===== src/rtl/bsram_arb_pkg.sv =====
// Shared types and constants for the BSRAM host/mapper arbiter.
package bsram_arb_pkg;

  // Default number of cycles a host access owns the BSRAM port (legal 1..7).
  localparam int ACCESS_CYCLES_DEF = 2;

  // Width of the access-cycle counter; 3 bits covers the full legal range.
  localparam int CNT_W = 3;

  // Host access sequencer states.
  typedef enum logic [1:0] {
    IDLE = 2'd0,
    ACC  = 2'd1,
    DONE = 2'd2
  } arb_state_e;

endpackage


===== src/rtl/bsram_dirty_trk.sv =====
// Dirty-flag tracker: remembers that the mapper wrote BSRAM since the last
// clear. A set and a clear arriving in the same cycle resolve to set, so a
// write racing a save is never lost.
module bsram_dirty_trk
  import bsram_arb_pkg::*;
(
  input  logic mclk,
  input  logic rst_n,
  input  logic set_i,
  input  logic clr_i,
  output logic dirty_o
);

  logic dirty_q;

  // Dirty flop with set-over-clear priority.
  always_ff @(posedge mclk or negedge rst_n) begin
    if (!rst_n) begin
      dirty_q <= 1'b0;
    end else if (set_i) begin
      dirty_q <= 1'b1;
    end else if (clr_i) begin
      dirty_q <= 1'b0;
    end
  end

  assign dirty_o = dirty_q;

endmodule


===== src/rtl/bsram_host_arb.sv =====
// BSRAM port arbiter between the active mapper and the host save/load engine.
// The mapper has absolute priority and passes straight through with no added
// latency. A single captured host byte access is played into cycles the mapper
// leaves idle; if the mapper reclaims the port mid-access, the access is
// abandoned and restarted from scratch later (writes are idempotent).
// Optional feature: define BSRAM_DIRTY_EN to build the mapper-write dirty flag;
// without it, dirty is tied low and dirty_clr is ignored.
module bsram_host_arb
  import bsram_arb_pkg::*;
#(
  parameter int AW            = 20,
  parameter int ACCESS_CYCLES = ACCESS_CYCLES_DEF
) (
  input  logic          mclk,
  input  logic          rst_n,
  // Mapper side
  input  logic [AW-1:0] map_addr,
  input  logic [7:0]    map_d,
  input  logic          map_ce_n,
  input  logic          map_oe_n,
  input  logic          map_we_n,
  input  logic [AW-1:0] bsram_mask,
  // Host save/load engine side
  input  logic          host_req,
  input  logic [AW-1:0] host_addr,
  input  logic [7:0]    host_d,
  input  logic          host_we,
  output logic          host_ack,
  output logic [7:0]    host_q,
  output logic          host_busy,
  // External BSRAM
  output logic [AW-1:0] bsram_addr,
  output logic [7:0]    bsram_d,
  input  logic [7:0]    bsram_q,
  output logic          bsram_ce_n,
  output logic          bsram_oe_n,
  output logic          bsram_we_n,
  // Save tracking
  output logic          dirty,
  input  logic          dirty_clr
);

  // Counter value on the final cycle of an uninterrupted access.
  localparam logic [CNT_W-1:0] CNT_LAST = CNT_W'(ACCESS_CYCLES - 1);

  arb_state_e       state_q;
  logic [CNT_W-1:0] cnt_q;
  logic             pending_q;
  logic [AW-1:0]    addr_q;
  logic [7:0]       data_q;
  logic             we_q;
  logic             ack_q;
  logic [7:0]       q_q;

  // A request is only captured when nothing is outstanding; otherwise it is
  // dropped so the in-flight address/data stay intact.
  logic accept;
  assign accept = host_req && !pending_q;

  // Host access sequencer: capture, launch, count, complete or abort.
  // NOTE: sequential state is assigned with <= so every flop samples the
  // pre-edge values of its peers; blocking here would chain updates within
  // one edge and break the timing the FSM relies on.
  always_ff @(posedge mclk or negedge rst_n) begin
    if (!rst_n) begin
      state_q   <= IDLE;
      cnt_q     <= '0;
      pending_q <= 1'b0;
      addr_q    <= '0;
      data_q    <= '0;
      we_q      <= 1'b0;
      ack_q     <= 1'b0;
      q_q       <= '0;
    end else begin
      ack_q <= 1'b0;

      if (accept) begin
        addr_q    <= host_addr;
        data_q    <= host_d;
        we_q      <= host_we;
        pending_q <= 1'b1;
      end

      case (state_q)
        // DONE behaves like IDLE so a request accepted in the ack cycle can
        // launch straight away, giving one byte per ACCESS_CYCLES+1 cycles.
        IDLE, DONE: begin
          cnt_q <= '0;
          if ((pending_q || accept) && map_ce_n) begin
            state_q <= ACC;
          end else begin
            state_q <= IDLE;
          end
        end

        ACC: begin
          if (!map_ce_n) begin
            // Mapper reclaimed the port: abandon and retry from the top.
            state_q <= IDLE;
            cnt_q   <= '0;
          end else if (cnt_q == CNT_LAST) begin
            state_q   <= DONE;
            cnt_q     <= '0;
            ack_q     <= 1'b1;
            pending_q <= 1'b0;
            // Read data is sampled on the last owned cycle, so a mapper
            // access landing in DONE cannot corrupt it.
            if (!we_q) begin
              q_q <= bsram_q;
            end
          end else begin
            cnt_q <= cnt_q + 1'b1;
          end
        end

        default: begin
          state_q <= IDLE;
          cnt_q   <= '0;
        end
      endcase
    end
  end

  // BSRAM bus mux: mapper wins, then an active host access, else parked.
  // NOTE: every output gets a default before the if/else chain so no path
  // leaves a signal unassigned, which would otherwise infer a latch.
  always_comb begin
    bsram_addr = addr_q & bsram_mask;
    bsram_d    = data_q;
    bsram_ce_n = 1'b1;
    bsram_oe_n = 1'b1;
    bsram_we_n = 1'b1;

    if (!map_ce_n) begin
      bsram_addr = map_addr;
      bsram_d    = map_d;
      bsram_ce_n = map_ce_n;
      bsram_oe_n = map_oe_n;
      bsram_we_n = map_we_n;
    end else if (state_q == ACC) begin
      bsram_ce_n = 1'b0;
      bsram_oe_n = we_q;
      bsram_we_n = !we_q;
    end

    // Keep the SRAM deselected for the whole reset, even if the mapper drives.
    if (!rst_n) begin
      bsram_ce_n = 1'b1;
      bsram_oe_n = 1'b1;
      bsram_we_n = 1'b1;
    end
  end

  assign host_ack  = ack_q;
  assign host_q    = q_q;
  assign host_busy = pending_q;

`ifdef BSRAM_DIRTY_EN
  logic map_write;
  assign map_write = !map_ce_n && !map_we_n;

  bsram_dirty_trk u_dirty (
    .mclk    (mclk),
    .rst_n   (rst_n),
    .set_i   (map_write),
    .clr_i   (dirty_clr),
    .dirty_o (dirty)
  );
`else
  // Feature compiled out: no flop, clear input deliberately unused.
  logic unused_dirty_clr;
  assign unused_dirty_clr = dirty_clr;
  assign dirty            = 1'b0;
`endif

endmodule


===== config.mk =====
export PLATFORM = sky130hd
export DESIGN_NAME = bsram_host_arb
export DESIGN_NICKNAME = d
export VERILOG_FILES = /design/src/rtl/bsram_arb_pkg.sv /design/src/rtl/bsram_dirty_trk.sv /design/src/rtl/bsram_host_arb.sv
export SDC_FILE = /design/constraint.sdc
export NUM_CORES = 1
export LEC_CHECK = 0
export CAP_MARGIN = 20
export CORE_ASPECT_RATIO = 1.75
export CORE_MARGIN = 1
export CORE_UTILIZATION = 37
export DETAILED_ROUTE_END_ITERATION = 6
export GPL_TIMING_DRIVEN = 0
export PLACE_DENSITY = 0.81
export SLEW_MARGIN = 10
export SYNTH_ARGS = -nofsm -noshare
export SYNTH_HDL_FRONTEND = slang
export SYNTH_SLANG_ARGS = --single-unit
export TNS_END_PERCENT = 30

===== constraint.sdc =====
create_clock -name mclk -period 2.1 [get_ports mclk]
set_input_delay 0.63 -clock mclk [delete_from_list [all_inputs] [get_ports mclk]]
set_output_delay 0.63 -clock mclk [all_outputs]
set_load 0.02 [all_outputs]

=== Word level (Yosys, flattened, before mapping) ===
Cells that the tools add are included.

* Output and inout bits: 42
* Word-level logic and storage cells: 48
* Register bits after elaboration: 44
* Bits of input ports: 92

* Multiplexer cells: 25
* Equality and inequality tests: 4
* Add/sub/neg operators: 1
* Reductions and logical operators: 8
* Bitwise logic cells: 2

{| class="wikitable"
|+ Operators with widths
! operator !! number
|-
| bitwise AND 20 bit || 1
|-
| two-way mux 20 bit || 1
|-
| two-way mux 1 bit || 17
|-
| two-way mux 3 bit || 3
|-
| two-way mux 8 bit || 1
|-
| two-way mux 2 bit || 2
|-
| case mux 2 bit (2 select lines) || 1
|-
| AND reduction 4 bit || 1
|-
| adder 3 x 1 -> 3 bit (second input constant) || 1
|-
| == test 3 x 1 -> 1 bit (second input constant) || 1
|-
| inequality test 3 bit (second input constant) || 1
|-
| == test 2 x 1 -> 1 bit (second input constant) || 1
|-
| == test 2 bit (second input constant) || 1
|-
| logical AND 1 bit || 2
|-
| zero test 1 bit || 2
|-
| zero test 2 bit || 1
|-
| OR reduction 2 bit || 1
|-
| logical OR 1 bit || 1
|-
| NOT 1 bit || 1
|}

=== Depth between registers and ports, before layout ===
Gate-level depths: netlist (run 1).

* Word-level depth: 6
* Depth in mapped cells: 5
* Depth with buffers taken out: 3

=== Worst setup path before layout (run 1) ===
No wires, ideal clock.

* Kind: input to output
* Start: input port map_ce_n
* End: output port bsram_oe_n
* Data arrival time: 1.504 ns
* Stages on the path: 4
* Required time: 1.470 ns
* Path slack: -0.034 ns
* Path buffers: 2
* Cell sequence: buf_4 -> buf_2 -> nor2_1 -> o21ai_0

* Cells in the longest elaborated chain, start to end: 2

{| class="wikitable"
|+ Ends and longest elaborated chain
! what !! RTL line !! source
|-
| start: declaration || bsram_host_arb.sv:19 || <nowiki>input logic map_ce_n,</nowiki>
|-
| two-way mux 1 bit || bsram_host_arb.sv:134 || <nowiki>if (!map_ce_n) begin</nowiki>
|-
| two-way mux 1 bit || bsram_host_arb.sv:147 || <nowiki>if (!rst_n) begin</nowiki>
|-
| end: declaration || bsram_host_arb.sv:36 || <nowiki>output logic bsram_oe_n,</nowiki>
|}

No other way between the ends.

=== Worst setup path after layout (run 1) ===
* Start: input port map_d[3]
* End: output port bsram_d[3]

* Cells in the longest elaborated chain, start to end: 1

{| class="wikitable"
|+ Ends and longest elaborated chain
! what !! RTL line !! source
|-
| start: declaration || bsram_host_arb.sv:18 || <nowiki>input logic [7:0] map_d,</nowiki>
|-
| two-way mux 8 bit || bsram_host_arb.sv:134 ||
|-
| end: declaration || bsram_host_arb.sv:33 || <nowiki>output logic [7:0] bsram_d,</nowiki>
|}

No other way between the ends.

==> results of run 1 <==
[metrics by stage]
stage / area, sq um / instances / worst slack [ns] / util / setup TNS, ns
2_1_floorplan: 2140 / 186 / 0.0209 / - / 0
3_3_place_gp: 3540 / 392 / -1.93 / 0.633 / -57.75
3_5_place_dp: 3550 / 393 / -0.577 / 0.636 / -16.57
4_1_cts: 3540 / 401 / -0.0594 / 0.634 / -0.0594
5_1_grt: 3550 / 401 / -0.0152 / 0.636 / -0.0398
6_report: 3550 / 401 / 0.0161 / 0.636 / 0
[flip-flops by register name, summed over array words and instances (netlist names)]
register,count
host_q,8
cnt_q,3
host_busy,1
addr_q,20
host_ack,1
data_q,8
we_q,1
state_q,2
[power groups by stage]
stage          sequential [mW]  clock (mW)  combinational (mW)
2_1_floorplan             1.31           0               0.535
3_3_place_gp              1.28           0                1.08
3_5_place_dp              1.29           0                1.11
4_1_cts                   1.28       0.660                1.03
5_1_grt                   1.32       0.701                1.10
6_report                  1.27       0.636                1.03
[worst register-to-register path, stage by stage, from the launching register on]
cell and delay, ns:
dfrtp_1 0.40, nor2b_1 0.15, buf_4 0.21, buf_4 0.21
mux2_2 0.35
[cells by family (layout without fill, tap and decap cells)]
group,Yosys count,in the layout
flops,44,44
xor+xnor,1,1
buf+inv,30,169
mux,45,45
simple gates,41,41
compound gates,24,24
other cells,1,1
[placed cells by master (no fill, tap or decap), drive strengths merged]
cell type / instances
a21oi: 1
and2: 1
and4bb: 1
buf: 38
bufinv: 1
clkbuf: 9
clkdlybuf4s50: 97
clkinv: 1
clkinvlp: 1
conb: 1
dfrtp: 44
dlygate4sd2: 2
inv: 20
mux2: 45
nand2: 5
nand2b: 2
nand3: 21
nand3b: 2
nor2: 5
nor2b: 3
nor3b: 1
o21ai: 22
o22ai: 1
xor2: 1
[area by class of cell]
cell class	count	area [sq um]
Inverter	20	75.1
Timing Repair Buffer	131	1180
Clock inverter	3	42.5
Tap cell	76	95.1
Multi-Input combinational cell	112	912
Sequential cell	44	1100
Fill cell	504	2030
Buffer	10	73.8
Clock buffer	5	68.8
[path summary, 6_finish.rpt]
| check | start | end |
|---|---|---|
| setup / recovery | map_d[3] | bsram_d[3] |
| hold / removal | rst_n | host_q[2] |
| setup reg to reg | host_busy | we_q |
| hold reg to reg | cnt_q[0] | cnt_q[0] |
| max in group asynchronous | rst_n | state_q[1] |
| min in group mclk | cnt_q[0] | cnt_q[0] |
[synthesized netlist by cell type, types with 2 or more instances]
cell	instances	area, sq um
dfrtp_1	44	1100
mux2_2	37	417
o21ai_0	22	110
nand3_1	21	105
inv_1	20	75.1
mux2_4	8	120
nor2_1	5	18.8
buf_4	4	30.0
clkbuf_1	4	15.0
nand2_1	4	15.0
nor2b_1	3	18.8
buf_2	2	10.0
nand2b_1	2	12.5
nand3b_1	2	15.0
[layer usage]
metal	vias up	wire [um]
li1	902	-
met1	908	1900
met2	80	3160
met3	7	321
met4	0	110
met5	-	0
[repair_timing]
item                                    4_1_cts  5_1_grt
endpoints found under the setup margin       31       14
resized for setup                           152       15
pin swaps                                     0        1
==> reports/results.tsv, run 1 <==
metric	value	unit
#FFs+latches synth	44	
CP bufs+invs	2	
synth-to-layout area growth	66.0	%
largest family of logic cells by synthesized area	multiplexers	
CP max stage delay	0.41	ns
worst path required time	1.47	ns
Psw	846	uW
CORE AREA	0.00559	sq mm
WHS	0.153	ns
crit path kind	input port to primary output	
count of cell types in the netlist	22	
ys flop type	dfrtp_1	
crit-path cells	clkdlybuf4s50_1 -> mux2_2 -> buf_2	
Vias/cell	4.73	
Worst-path clk slew	0.08	ns
Top Usage Layer GRT	met2	
syn_nets	278	
clk_lat worst skew	0.29	ns
max cap viols	0	
crit path DAT	1.45	ns
Peak VDD IR	535	uV
Achievable Freq	480	MHz
Pleak	1.62	nW
total power	2.93	mW
htree depth	2	
total die area	0.00610	sq mm
PortBufs	130	
final worst-path cycle share	0.992	
# diodes	0	
initial antenna violation count	0	
RSZ-0062 raised after global routing	yes	
Slowest cell on crit path	clkdlybuf4s50_1	
worst hold path type	input port to asynchronous set/reset pin	
syn avg cell area	11.5	sq um
vias in the first global route	1834	
xor/xnor share of the synthesized area	0.00409	
number of synthesized flops with an enable pin	0	
Sw Ratio	0.288	
Synth Warn #	0	
Async SR Flop Fraction	1.00	
CP Capture Type	primary output	
DP Wirelength	4.42	mm
Tot GR Track Use	0.182	
Reg2Reg Depth	4	
Pre-antenna DRT Iters	6	
setup repair bufs after CTS	0	
Top Ports	134	
M2 GR Usage	0.354	
CP max FO	1	
CTS sink count	44	
status	finished clean	
Die Y-Extent	103	um
Final Slew Violations	0	
first-pass GRT wire length	8.25	mm
Fin. Hold Viols	0	
Clock Root Buffer	clkbuf_8	
share of cells above drive strength 1	0.305	
Seq pwr share	0.434	
crit-path leading delay family	buffers and inverters	
setup slack, reg-to-reg	0.68	ns
DRT antenna net count	0	
initial core utilization	0.383	
final setup violation count	0	
Clk pwr share	0.217	
met1 usage	0.178	
Setup crit start kind	input port	
routed via count	1897	
drt initial violations	26	
Int Pwr	2.09	mW
Gate Count Post-Synth	186	
nets	416	
Pwr Density	825	mW/mm^2
simple-gate portion of the synthesized area	0.111	
global route total overflow	0	
Synth Area in Compound Gates	0.0567	
Final Critical Period	2.08	ns
Post-Route WL	5.49	mm
CTS buffer count	5	
# DRC	0	
Comb pwr share	0.350	
clock skew	0.00418	ns
drt wl/cell	13.7	um
Max clock buf depth	2	
register area share after synthesis	0.515	
hold-fix buffers at CTS	0	
CTS tree	yes	
Cell Area, Synth	0.00214	sq mm
Rows	36	
WP depth	3	
mux contribution to synthesized area	0.251	
die width	59.5	um
M3 GR Usage	0.0326	
largest net degree at the start of global routing	27	
Routability Congestion	0.689	
Post-Synth Adder-Cell Area	0	
(Power assumes the default switching activity.)
==> run 2, diff against run 1 <==
--- a/config.mk
+++ b/config.mk
@@ -7,11 +7,11 @@
 export LEC_CHECK = 0
 export CAP_MARGIN = 20
 export CORE_ASPECT_RATIO = 1.75
-export CORE_MARGIN = 1
 export CORE_UTILIZATION = 37
 export DETAILED_ROUTE_END_ITERATION = 6
 export GPL_TIMING_DRIVEN = 0
 export PLACE_DENSITY = 0.81
+export SETUP_SLACK_MARGIN = 0.2
 export SLEW_MARGIN = 10
 export SYNTH_ARGS = -nofsm -noshare
 export SYNTH_HDL_FRONTEND = slang
==> reports/results.tsv, run 2 (synthesized netlist as in run 1, its figures left out) <==
metric	value	unit	change
CP Capture Type	primary output		
die width	59.5	um	unchanged
commonest non-fill, non-tap cell in the layout	clkdlybuf4s50_1		
Final Slew Violations	0		unchanged
Tot GR Track Use	0.194		+0.0123
Routability Congestion	0.708		+2.7%
vias in the first global route	1906		+3.9%
crit path DAT	1.31	ns	-0.14 ns
Multi-input gate area	0.00105	sq mm	+16%
Fin. Hold Viols	0		unchanged
Final Critical Period	1.94	ns	-0.141 ns
Inst Count DP	393		unchanged
synth-to-layout area growth	92.6	%	
global route total overflow	0		unchanged
final setup violation count	0		unchanged
crit path kind	input port to primary output		
worst hold path type	input port to asynchronous set/reset pin		
Reg2Reg Depth	4		unchanged
CTS buffer count	5		unchanged
Vias/cell	4.76		+0.60%
nets	430		+3.4%
Rows	36		unchanged
# diodes	0		unchanged
largest net degree at the start of global routing	20		-26%
Max clock buf depth	2		unchanged
initial core utilization	0.383		unchanged
RSZ-0062 raised after global routing	yes		
Pleak	2.09	nW	+29%
setup slack, reg-to-reg	0.67	ns	about the same
CTS tree	yes		
CORE AREA	0.00559	sq mm	unchanged
Die Y-Extent	103	um	unchanged
Fill cells	417		-17%
Setup crit start kind	input port		
total die area	0.00610	sq mm	unchanged
Top Ports	134		unchanged
share of cells above drive strength 1	0.422		+0.117
max cap viols	0		unchanged
Peak VDD IR	622	uV	+16%
clock skew	0.00722	ns	+0.00304 ns
Largest Register	addr_q		
commonest non-fill, non-tap cells in the layout	48 x clkdlybuf4s50_1, 44 x dfrtp_1, 32 x buf_6		
register area	0.00110	sq mm	unchanged
htree depth	2		unchanged
Pwr Density	768	mW/mm^2	-7.0%
Worst-path clk slew	0.08	ns	about the same
Largest register FFs	20		unchanged
first-pass GRT wire length	8.77	mm	+6.3%
WHS	0.172	ns	+0.0196 ns
Post-Route WL	6.30	mm	+15%
Pre-antenna DRT Iters	4		-2
drt initial violations	26		unchanged
final worst-path cycle share	0.925		-0.0672
DP Wirelength	4.55	mm	+3.0%
clk_lat worst skew	0.30	ns	about the same
CTS sink count	44		unchanged
cell area after layout	0.00412	sq mm	+16%
Layout Cells excl Fill	415		+3.5%
drt wl/cell	15.2	um	+11%
# DRC	0		unchanged
routed via count	1975		+4.1%
CP max FO	6		+5
post-placement cell area	0.00365	sq mm	+2.9%
DRT antenna net count	0		unchanged
RR Startpoint	host_busy		
r2r endpoint	addr_q[7]		
initial antenna violation count	0		unchanged
Achievable Freq	515	MHz	+7.3%
PortBufs	130		unchanged
status	finished clean		
Clock Root Buffer	clkbuf_8		
worst path required time	1.47	ns	about the same
==> run 2: cell types whose count changed in the layout (fill, tap and decap cells not counted), moves of 6 or more <==
cell and change:
o21ai_0 -13, dlygate4sd2_1 +28, o21ai_1 -8, dlymetal6s2s_1 +20, buf_6 +31, clkdlybuf4s50_1 -49, o21ai_2 +21, buf_2 -25
mux2_2 -8, nand3_2 +6, nand3_1 -6, buf_4 +6, mux2_4 +8
==> run 2: worst max path at each step <==
stage / slack (ns) / end / cells past startpoint / startpoint
after floorplan: 0.16 / bsram_we_n / 4 / map_ce_n
after global placement: -1.96 / bsram_we_n / 3 / rst_n
after detailed placement: -0.62 / bsram_addr[7] / 5 / map_ce_n
after CTS: 0.06 / bsram_addr[13] / 4 / map_addr[13]
after global routing: 0.13 / host_busy / 1 / host_busy
final: 0.16 / bsram_d[3] / 4 / map_ce_n
==> run 2: critical path: stages <==
cell and delay [ns]:
buf_16 0.12, buf_12 0.13, mux2_4 0.30, buf_6 0.13
==> run 2: report_power, final <==
part           internal, mW  switching [mW]  total [mW]
registers              1.12           0.163        1.29
logic                 0.768           0.474        1.24
clock network         0.353           0.283       0.636
total                  2.24           0.919        3.16
==> run 2: cell type report <==
class,instances,area share
Buffer,10,0.0370
Clock buffer,6,0.0176
Clock inverter,2,0.00850
Inverter,20,0.0182
Multi-Input combinational cell,112,0.256
Sequential cell,44,0.267
Tap cell,76,0.0231
Timing Repair Buffer,145,0.373
==> run 2: layer usage <==
metal | wire [um] | GRT usage | part of all wire
met1 | 2160 | 0.203 | 0.34
met2 | 3660 | 0.362 | 0.58
met3 | 345 | 0.0351 | 0.055
met4 | 136 | 0.0897 | 0.022
met5 | 0 | 0 | 0
==> run 2: repair_timing <==
action                                  4_1_cts  5_1_grt
hold buffers                                  0        0
gates cloned                                  1        3
endpoints found under the setup margin       40       40
resized for setup                           214       55
pin swaps                                    18       18
buffers inserted                              0       10
==> run 2: per-stage QoR <==
| step | util | power (mW) | setup WS [ns] | setup TNS, ns |
|---|---|---|---|---|
| 3_3_place_gp | 0.651 | 2.42 | -1.96 | -60.32 |
| 6_report | 0.738 | 3.16 | 0.157 | 0 |
| 4_1_cts | 0.685 | 3.13 | 0.0563 | 0 |
| 3_5_place_dp | 0.654 | 2.46 | -0.618 | -16.89 |
| 2_1_floorplan | - | 1.90 | 0.162 | 0 |
| 5_1_grt | 0.738 | 3.33 | 0.127 | 0 |
